**src/rtl/lift_scheduler_pkg.sv**
```systemverilog
// Shared types for the lift scheduler slice: FSM states, travel direction
// and the floor-index width helper also used by door_controller.
package lift_pkg;

  typedef enum logic [2:0] {
    IDLE      = 3'd0,
    MOVE_UP   = 3'd1,
    MOVE_DOWN = 3'd2,
    ARRIVE    = 3'd3,
    DOOR_WAIT = 3'd4
  } lift_state_e;

  typedef enum logic {
    UP   = 1'b0,
    DOWN = 1'b1
  } lift_dir_e;

  // A single-floor building still needs a one-bit index.
  function automatic int floor_w(input int n);
    return (n > 1) ? $clog2(n) : 1;
  endfunction

endpackage

```
**src/rtl/lift_scheduler_if.sv**
```systemverilog
// Call/door/status bundle between the scheduler (slave) and the
// environment that raises calls and reports the door (master).
interface lift_scheduler_if #(
  parameter int N_FLOORS = 12,
  parameter int FLOOR_W  = lift_pkg::floor_w(N_FLOORS)
);

  logic [N_FLOORS-1:0] call_req;
  logic                door_open;
  logic                arrive_pulse;
  logic [FLOOR_W-1:0]  cur_floor;
  logic                moving_up;
  logic                moving_down;
  logic [N_FLOORS-1:0] pending;

  modport master (
    output call_req, door_open,
    input  arrive_pulse, cur_floor, moving_up, moving_down, pending
  );

  modport slave (
    input  call_req, door_open,
    output arrive_pulse, cur_floor, moving_up, moving_down, pending
  );

endinterface

```
**src/rtl/lift_scheduler_travel_timer.sv**
```systemverilog
// Per-floor travel counter; floor_done_o marks the last cycle of a floor
// and the counter wraps to zero on that cycle while enabled.
module floor_travel_timer #(
  parameter int unsigned FLOOR_TRAVEL_CYCLES = 100
) (
  input  logic clk,
  input  logic reset,
  input  logic clear_i,
  input  logic enable_i,
  output logic floor_done_o
);

  logic [31:0] count_q, count_d;

  assign floor_done_o = (count_q == 32'(FLOOR_TRAVEL_CYCLES - 1));

  always_comb begin
    count_d = count_q;
    if (clear_i) begin
      count_d = '0;
    end else if (enable_i) begin
      count_d = floor_done_o ? '0 : count_q + 32'd1;
    end
  end

  always_ff @(posedge clk) begin
    if (reset) begin
      count_q <= '0;
    end else begin
      count_q <= count_d;
    end
  end

endmodule

```
**src/rtl/lift_scheduler.sv**
```systemverilog
// Collective (SCAN) car scheduler: latches calls, steps the car one floor
// per travel period and hands each served floor to the door controller.
module lift_scheduler
  import lift_pkg::*;
#(
  parameter int          N_FLOORS            = 12,
  parameter int unsigned FLOOR_TRAVEL_CYCLES = 100,
  parameter int          FLOOR_W             = floor_w(N_FLOORS)
) (
  input  logic            clk,
  input  logic            reset,
  lift_scheduler_if.slave bus
);

  lift_state_e         state_q, state_d;
  lift_dir_e           dir_q, dir_d;
  logic [FLOOR_W-1:0]  floor_q, floor_d;
  logic [N_FLOORS-1:0] pending_q, pending_d;
  logic                door_seen_q, door_seen_d;

  logic                timer_clear, timer_enable, floor_done;
  logic [FLOOR_W-1:0]  step_floor;
  logic [N_FLOORS-1:0] above_mask, below_mask, beyond_mask;
  logic                calls_above, calls_below, calls_beyond;

  floor_travel_timer #(
    .FLOOR_TRAVEL_CYCLES(FLOOR_TRAVEL_CYCLES)
  ) u_timer (
    .clk         (clk),
    .reset       (reset),
    .clear_i     (timer_clear),
    .enable_i    (timer_enable),
    .floor_done_o(floor_done)
  );

  // Floor the car reaches at the end of the current travel period, and the
  // call masks relative to the current floor and to that next floor.
  always_comb begin
    step_floor = (state_q == MOVE_DOWN) ? floor_q - FLOOR_W'(1) : floor_q + FLOOR_W'(1);
    above_mask  = '0;
    below_mask  = '0;
    beyond_mask = '0;
    for (int f = 0; f < N_FLOORS; f++) begin
      above_mask[f]  = (f > int'(floor_q));
      below_mask[f]  = (f < int'(floor_q));
      beyond_mask[f] = (state_q == MOVE_DOWN) ? (f < int'(step_floor)) : (f > int'(step_floor));
    end
    calls_above  = |(pending_q & above_mask);
    calls_below  = |(pending_q & below_mask);
    calls_beyond = |(pending_q & beyond_mask);
  end

  always_ff @(posedge clk) begin
    if (reset) begin
      state_q     <= IDLE;
      dir_q       <= UP;
      floor_q     <= '0;
      pending_q   <= '0;
      door_seen_q <= 1'b0;
    end else begin
      state_q     <= state_d;
      dir_q       <= dir_d;
      floor_q     <= floor_d;
      pending_q   <= pending_d;
      door_seen_q <= door_seen_d;
    end
  end

  always_comb begin
    state_d      = state_q;
    dir_d        = dir_q;
    floor_d      = floor_q;
    door_seen_d  = door_seen_q;
    timer_clear  = 1'b0;
    timer_enable = 1'b0;
    pending_d    = pending_q | bus.call_req;

    unique case (state_q)
      IDLE: begin
        if (pending_q[floor_q]) begin
          state_d = ARRIVE;
        end else if (calls_above && (dir_q == UP || !calls_below)) begin
          state_d     = MOVE_UP;
          dir_d       = UP;
          timer_clear = 1'b1;
        end else if (calls_below) begin
          state_d     = MOVE_DOWN;
          dir_d       = DOWN;
          timer_clear = 1'b1;
        end
      end

      MOVE_UP, MOVE_DOWN: begin
        timer_enable = 1'b1;
        if (floor_done) begin
          floor_d = step_floor;
          if (pending_q[step_floor]) begin
            state_d = ARRIVE;
          end else if (!calls_beyond) begin
            state_d = IDLE;
          end
        end
      end

      // Clearing here beats a same-cycle call for this floor.
      ARRIVE: begin
        pending_d[floor_q] = 1'b0;
        state_d            = DOOR_WAIT;
        if (bus.door_open) begin
          door_seen_d = 1'b1;
        end
      end

      DOOR_WAIT: begin
        if (door_seen_q && !bus.door_open) begin
          door_seen_d = 1'b0;
          state_d     = IDLE;
        end else if (bus.door_open) begin
          door_seen_d = 1'b1;
        end
      end

      default: begin
        state_d = IDLE;
      end
    endcase
  end

  always_comb begin
    bus.arrive_pulse = (state_q == ARRIVE);
    bus.moving_up    = (state_q == MOVE_UP);
    bus.moving_down  = (state_q == MOVE_DOWN);
    bus.cur_floor    = floor_q;
    bus.pending      = pending_q;
  end

  // The direction policy must never step the car past either end shaft.
  assert property (@(posedge clk) disable iff (reset)
    (state_q == MOVE_UP && floor_done) |-> (int'(floor_q) < N_FLOORS - 1));
  assert property (@(posedge clk) disable iff (reset)
    (state_q == MOVE_DOWN && floor_done) |-> (floor_q != '0));

endmodule
```
**src/flat_wrapper.sv**
```systemverilog
// flat-port wrapper written by rule: the top's interface ports become plain ports
module lift_scheduler_flat import lift_pkg::*;
#(
  parameter int          N_FLOORS            = 12,
  parameter int unsigned FLOOR_TRAVEL_CYCLES = 100,
  parameter int          FLOOR_W             = floor_w(N_FLOORS)
)
  (clk, reset, bus_call_req, bus_door_open, bus_arrive_pulse, bus_cur_floor, bus_moving_up, bus_moving_down, bus_pending);
  lift_scheduler_if #(.N_FLOORS(N_FLOORS), .FLOOR_W(FLOOR_W)) bus_i ();
  input  logic clk;
  input  logic reset;
  input wire logic [$bits(bus_i.call_req)-1:0] bus_call_req;
  input wire logic [$bits(bus_i.door_open)-1:0] bus_door_open;
  output wire logic [$bits(bus_i.arrive_pulse)-1:0] bus_arrive_pulse;
  output wire logic [$bits(bus_i.cur_floor)-1:0] bus_cur_floor;
  output wire logic [$bits(bus_i.moving_up)-1:0] bus_moving_up;
  output wire logic [$bits(bus_i.moving_down)-1:0] bus_moving_down;
  output wire logic [$bits(bus_i.pending)-1:0] bus_pending;
  assign bus_i.call_req = bus_call_req;
  assign bus_i.door_open = bus_door_open;
  assign bus_arrive_pulse = bus_i.arrive_pulse;
  assign bus_cur_floor = bus_i.cur_floor;
  assign bus_moving_up = bus_i.moving_up;
  assign bus_moving_down = bus_i.moving_down;
  assign bus_pending = bus_i.pending;
  lift_scheduler #(.N_FLOORS(N_FLOORS), .FLOOR_TRAVEL_CYCLES(FLOOR_TRAVEL_CYCLES), .FLOOR_W(FLOOR_W)) u_core (.clk(clk), .reset(reset), .bus(bus_i));
endmodule
```
**config.mk**
```make
export PLATFORM = sky130hd
export DESIGN_NAME = lift_scheduler_flat
export DESIGN_NICKNAME = d
export VERILOG_FILES = /design/src/rtl/lift_scheduler_pkg.sv /design/src/rtl/lift_scheduler_if.sv /design/src/rtl/lift_scheduler_travel_timer.sv /design/src/rtl/lift_scheduler.sv /design/src/flat_wrapper.sv
export SDC_FILE = /design/constraint.sdc
export NUM_CORES = 1
export LEC_CHECK = 0
export CELL_PAD_IN_SITES_DETAIL_PLACEMENT = 1
export CELL_PAD_IN_SITES_GLOBAL_PLACEMENT = 1
export CORE_ASPECT_RATIO = 0.5
export CORE_MARGIN = 5
export CORE_UTILIZATION = 53
export CTS_BUF_LIST = sky130_fd_sc_hd__clkbuf_8
export CTS_CLUSTER_DIAMETER = 60
export DETAILED_ROUTE_END_ITERATION = 8
export DONT_BUFFER_PORTS = 1
export GPL_TIMING_DRIVEN = 0
export PLACE_DENSITY_LB_ADDON = 0.1
export SYNTH_ARGS = -nofsm -noshare
export SYNTH_HDL_FRONTEND = slang
export SYNTH_SLANG_ARGS = --single-unit
```
**constraint.sdc**
```tcl
create_clock -name clk -period 5.92 [get_ports clk]
set_input_delay 0.592 -clock clk [delete_from_list [all_inputs] [get_ports clk]]
set_output_delay 0.592 -clock clk [all_outputs]
set_load 0.05 [all_outputs]
```
==> run summary, run 1 <==
status: finished, final reports clean
Arr. time, crit path: 4.56 ns
WL final: 10500 um
hpwl dp: 7840 um
1st-iter DRT viols: 247
synth warn: 0
final global-route overflow total: 0
final hold viol count: 0
CTS Buf Count: 5
vias in the first global route: 3641
Period minus WS final: 4.31 ns
post-CTS setup buffers: 0
Synth area leaders: dfxtp_1 (30%), nor2_1 (7.8%), xnor2_1 (5.8%)
count of cell types in the netlist: 70
CTS Root Cell: clkbuf_8
Inserted Diodes: 0
H-tree Lvls: 2
worst-margin pin slew: 0.837 ns
post-synthesis register bit count: 53
skew final: 0.00827 ns
Synth async-reset ratio: 0%
share of layout cells above drive strength 1: 9.17%
clock insertion delay at the later pin of the skew report: 0.32 ns
TNS Setup: 0 ns
top cell type's share of synthesized area: 30.4%
Syn Area/Cell: 7.94 um^2
multi-input logic area: 0.00222 mm^2
routed vias: 3416
Die Y-Extent: 67.3 um
drt first pass iters: 5
clk slew on worst S/H paths: 0.11 ns
placed cells: 527
Post-Syn Area: 0.00349 mm^2
top_reg_cell synth: dfxtp_1
die width: 125 um
Cells after Synth: 439
first-pass GRT wire length: 18000 um
# hold bufs at CTS: 0
gr usage total: 26.5%
Die Area: 0.00840 mm^2
Routed Antenna Nets: 0
Post-CTS Resized: 0
leading area contributor after synthesis: dfxtp_1
CTS sink cnt: 53
Static Leakage: 0.00126 uW
critical path startpoint category: flop
fin cells: 535
Layout area overhead: 5.99%
fin crit share: 72.8%
WS Path Type: reg2reg
sequential cell area fraction in the yosys report: 30.4%
Post-synth EDFFs: 0
most frequent cell after synthesis: nor2_1
final setup fails: 0
Placement Rows: 20
power per cell area: 269 mW/mm^2
placer's final routability congestion estimate: 0.922
vias per cell: 6.39
FILL cells: 792
DRC: 0
CORE AREA: 0.00623 mm^2
initial antenna violation count: 0
Worst Hold Class: in2reg
max_cap viols: 0
synth cell count leaders: nor2_1 (72), dfxtp_1 (53), nand2_1 (28), xnor2_1 (23)
Worst VDD drop: 0.000151 V
Worst Reg-to-Reg Cells: 11
largest net degree at the start of global routing: 19
syn_nets: 459
relative slew slack: 44.0%
# port buffers: 0
CP endpoint kind: flop
Worst Path Required: 6.16 ns
Max Freq: 232 MHz
Slew Viols, Final: 0
final-stage net count: 466
WHS Path Cells: 2
CP Max Fanout: 9
TritonCTS clock tree: yes
Reg area: 0.00106 mm^2
clk buf depth: 2
Initial Util: 55.9%
Wirelength per Cell: 19.7 um
RSZ-0062 raised after global routing: false
top-level I/O count: 34
-- stage by stage --
stage                     total power [uW]  area [um^2]  hold slack, ns  util (%)  setup WS, ns
after floorplan                        697         3490           0.464         -          2.53
after global placement                 750         3600           0.477      57.7          1.86
after detailed placement               773         3600           0.504      57.8          1.69
after CTS                              992         3690           0.424      59.3          1.67
after global routing                  1050         3690           0.423      59.3          1.36
final                                  994         3690           0.423      59.3          1.61
-- power by group --
part	internal (uW)	switching (uW)	leakage, uW
Clock	86.6	137	0.0000452
Combinational	138	216	0.000780
Sequential	373	43.2	0.000431
-- registers in the layout, indices dropped and copies added (netlist names) --
signal	count
u_core.u_timer.count_q	32
u_core.bus.pending	12
u_core.bus.cur_floor	4
u_core.state_q	3
u_core.dir_q	1
u_core.door_seen_q	1
-- worst max-delay path, stage by stage, from the launching register on --
cell,delay [ns]
dfxtp_1,0.85
clkinv_1,0.50
ha_1,0.43
clkbuf_1,0.33
clkinv_1,0.34
and3_1,0.24
o41ai_1,0.24
nand4_1,0.16
or4_1,0.47
nor3_1,0.23
o31a_2,0.19
mux2i_1,0.24
-- path summary, 6_finish.rpt --
check | from | to | slack, ns
setup reg to reg | u_core.bus.cur_floor[0]$_SDFFE_PP0P_ | u_core.state_q[1]$_SDFFE_PP0P_ | 1.61
hold reg to reg | u_core.dir_q$_SDFFE_PP0P_ | u_core.dir_q$_SDFFE_PP0P_ | 0.51
setup / recovery | u_core.bus.cur_floor[0]$_SDFFE_PP0P_ | u_core.state_q[1]$_SDFFE_PP0P_ | 1.61
hold / removal | bus_call_req[10] | u_core.bus.pending[10]$_SDFF_PP0_ | 0.42
-- cell usage in the layout (no fill, tap or decap), drive strengths merged, types with 9 or more instances in the layout --
master and n:
inv 13, buf 18, nand3 14, a21oi 18
nor3 10, mux2i 9, nor2 72, xor2 14
o21ai 18, a211oi 14, nand4 15, nand2 29
clkbuf 18, xnor2 24, dfxtp 53, nor4 10
-- cell families (layout without fill, tap and decap cells) --
family	count (synthesis)	count (layout)	synth area share, %
simple gates	190	190	26.9
mux	13	13	5.64
flops	53	53	30.4
compound gates	95	95	18.8
xor+xnor	38	38	10.3
buf+inv	45	53	6.10
fa+ha+maj	5	5	1.79
-- metal layers --
metal / wire length (um) / GRT usage (%) / part of all wire [%]
met2: 4990 / 48.1 / 47
met4: 176 / 7.24 / 1.7
met1: 4580 / 32.1 / 43
met3: 794 / 6.71 / 7.5
met5: 0 / 0 / 0
-- layout make-up --
class | instances | area share (%)
Tap cell | 88 | 2.98
Clock buffer | 5 | 1.86
Inverter | 14 | 1.49
Multi-Input combinational cell | 341 | 60.0
Buffer | 31 | 4.27
Clock inverter | 3 | 0.677
Sequential cell | 53 | 28.7
Note: power is estimated with default switching activity, not from simulation.
==> run 2: changes to the inputs <==
--- a/config.mk
+++ b/config.mk
@@ -9,7 +9,7 @@
 export CELL_PAD_IN_SITES_GLOBAL_PLACEMENT = 1
 export CORE_ASPECT_RATIO = 0.5
 export CORE_MARGIN = 5
-export CORE_UTILIZATION = 53
+export CORE_UTILIZATION = 49
 export CTS_BUF_LIST = sky130_fd_sc_hd__clkbuf_8
 export CTS_CLUSTER_DIAMETER = 60
 export DETAILED_ROUTE_END_ITERATION = 8
==> constraint.sdc (replaced) <==
create_clock -name clk -period 4.3 [get_ports clk]
set_input_delay 0.43 -clock clk [delete_from_list [all_inputs] [get_ports clk]]
set_output_delay 0.43 -clock clk [all_outputs]
set_load 0.05 [all_outputs]
==> run summary, run 2 (synthesized netlist as in run 1, its figures left out) <==
status: finished, final reports clean (unchanged)
Placement Rows: 21 (was 20)
CP endpoint kind: flop (unchanged)
Worst Reg-to-Reg Cells: 11 (unchanged)
WS Path Type: reg2reg (unchanged)
Post-CTS Resized: 0 (unchanged)
RSZ-0062 raised after global routing: false (unchanged)
Static Leakage: 0.00127 uW (was 0.00126 uW)
TritonCTS clock tree: yes (unchanged)
worst hold start: bus_call_req[2] (was bus_call_req[10])
Max Freq: 254 MHz (was 232 MHz)
final setup fails: 0 (unchanged)
Slowest-stage cell, CP: dfxtp_1 (unchanged)
Layout area overhead: 6.71% (was 5.99%)
WHS Path Cells: 2 (unchanged)
# port buffers: 0 (unchanged)
CP Max Fanout: 10 (was 9)
Critical R2R Capture: u_core.state_q[0]$_SDFFE_PP0P_ (was u_core.state_q[1]$_SDFFE_PP0P_)
1st-iter DRT viols: 321 (was 247)
Routed Antenna Nets: 0 (unchanged)
Layout Utilization: 54.7% (was 59.3%)
Worst Hold Path EP: u_core.bus.pending[2]$_SDFF_PP0_ (was u_core.bus.pending[10]$_SDFF_PP0_)
crit-path max cell delay: 0.73 ns (was 0.85 ns)
FILL cells: 856 (was 792)
Worst VDD drop: 0.000247 V (was 0.000151 V)
# hold bufs at CTS: 0 (unchanged)
DRC: 0 (unchanged)
Die Y-Extent: 69.6 um (was 67.3 um)
WL final: 10600 um (was 10500 um)
CORE AREA: 0.00681 mm^2 (was 0.00623 mm^2)
most common cell after layout, fill and taps aside: nor2_1 (unchanged)
final hold viol count: 0 (unchanged)
CTS Root Cell: clkbuf_8 (unchanged)
initial antenna violation count: 0 (unchanged)
critical path startpoint category: flop (unchanged)
clk buf depth: 2 (unchanged)
vias per cell: 6.40 (was 6.39)
Reg area: 0.00106 mm^2 (about the same)
Initial Util: 51.2% (was 55.9%)
TNS Setup: 0 ns (unchanged)
Wirelength per Cell: 19.7 um (about the same)
CP dominant cell by count: mux2i_1 (was clkinv_1)
placer's final routability congestion estimate: 0.914 (was 0.922)
worst-margin pin slew: 0.835 ns (was 0.837 ns)
share of layout cells above drive strength 1: 9.40% (was 9.17%)
clock insertion delay at the later pin of the skew report: 0.33 ns (was 0.32 ns)
Inserted Diodes: 0 (unchanged)
Worst Hold Class: in2reg (unchanged)
final global-route overflow total: 0 (unchanged)
register name with the most flops: u_core.u_timer.count_q (unchanged)
vias in the first global route: 3550 (was 3641)
post-CTS setup buffers: 0 (unchanged)
fin crit share: 91.7% (was 72.8%)
die width: 129 um (was 125 um)
hpwl dp: 7640 um (was 7840 um)
multi-input logic area: 0.00222 mm^2 (unchanged)
final-stage net count: 466 (unchanged)
gr usage total: 23.6% (was 26.5%)
Finished Cell Area: 0.00372 mm^2 (was 0.00369 mm^2)
Largest register FFs: 32 (unchanged)
power per cell area: 383 mW/mm^2 (was 269 mW/mm^2)
drt first pass iters: 5 (unchanged)
H-tree Lvls: 2 (unchanged)
routed vias: 3447 (was 3416)
Die Area: 0.00900 mm^2 (was 0.00840 mm^2)
Worst Path Required: 4.53 ns (was 6.16 ns)
R2R setup slack: 0.36 ns (was 1.61 ns)
largest net degree at the start of global routing: 18 (was 19)
Critical path origin: u_core.bus.cur_floor[1]$_SDFFE_PP0P_ (was u_core.bus.cur_floor[0]$_SDFFE_PP0P_)
Arr. time, crit path: 4.17 ns (was 4.56 ns)
relative slew slack: 44.1% (was 44.0%)
most frequent cells in the layout: nor2_1 (72), dfxtp_1 (52), nand2_1 (28) (was nor2_1 (72), dfxtp_1 (53), nand2_1 (28))
worst r2r src: u_core.bus.cur_floor[1]$_SDFFE_PP0P_ (was u_core.bus.cur_floor[0]$_SDFFE_PP0P_)
CTS sink cnt: 53 (unchanged)
Slew Viols, Final: 0 (unchanged)
dpl cell area: 0.00361 mm^2 (was 0.00360 mm^2)
Period minus WS final: 3.94 ns (was 4.31 ns)
skew final: 0.00742 ns (was 0.00827 ns)
CTS Buf Count: 5 (unchanged)
first-pass GRT wire length: 17400 um (was 18000 um)
top-level I/O count: 34 (unchanged)
max_cap viols: 0 (unchanged)
crit-path cells: buf_2 -> inv_1 -> ha_1 -> clkbuf_1 -> clkinv_1 -> xnor2_1 -> mux4_2 -> mux2i_1 -> a21oi_1 -> o31a_2 -> mux2i_1 (was clkinv_1 -> ha_1 -> clkbuf_1 -> clkinv_1 -> and3_1 -> o41ai_1 -> nand4_1 -> or4_1 -> nor3_1 -> o31a_2 -> mux2i_1)
clk slew on worst S/H paths: 0.11 ns (about the same)
## run 2: cell count changes in the layout (fill, tap and decap cells not counted), sizes merged
cell      before  now
clkinv         3    4
bufinv         0    1
clkinvlp       1    0
inv           13   12
## run 2: worst max path at each step
stage,end,slack [ns],cells past startpoint
global route,u_core.state_q[0]$_SDFFE_PP0P_,0.17,11
global placement,u_core.state_q[1]$_SDFFE_PP0P_,0.25,10
CTS,u_core.state_q[0]$_SDFFE_PP0P_,0.16,10
floorplan,u_core.state_q[0]$_SDFFE_PP0P_,0.91,11
detailed placement,u_core.state_q[0]$_SDFFE_PP0P_,0.19,10
finish,u_core.state_q[0]$_SDFFE_PP0P_,0.36,11
## run 2: metrics by stage
stage / setup WS, ns / instances / hold WS [ns] / power [uW]
after floorplan: 0.908 / 439 / 0.464 / 960
after global placement: 0.250 / 531 / 0.480 / 1040
after global routing: 0.172 / 539 / 0.264 / 1490
after detailed placement: 0.186 / 531 / 0.510 / 1060
final: 0.357 / 539 / 0.261 / 1430
after CTS: 0.161 / 539 / 0.259 / 1420
## run 2: critical path: cells and delay by family, from the launching register on
family	cells	cell delay (ns)
AO/OA/AOI/OAI	2	0.49
buffers and inverters	4	1.17
flip-flops	1	0.73
XOR/XNOR	1	0.52
multiplexers	3	0.66
adder cells (fa/ha/maj)	1	0.29
## run 2: routing by layer
metal / vias up / share of wire (%) / global-route usage, %
met5: - / 0 / 0
li1: 1589 / - / -
met3: 35 / 6.9 / 5.92
met1: 1682 / 45 / 30.1
met2: 141 / 46 / 38.7
met4: 0 / 2.4 / 8.03
## run 2: layout make-up
type / instances / share of cell area [%]
plain buffers: 31 / 4.24
clock inverters: 3 / 1.18
flip-flops and latches: 53 / 28.6
multi-input cells: 341 / 59.6
inverters: 14 / 1.48
clock buffers: 5 / 1.85
well taps: 92 / 3.09
## run 2: power by group
part	internal, uW	switching [uW]	total, uW
logic	190	299	488
registers	514	57.5	572
clock network	175	191	366
total	879	547	1430
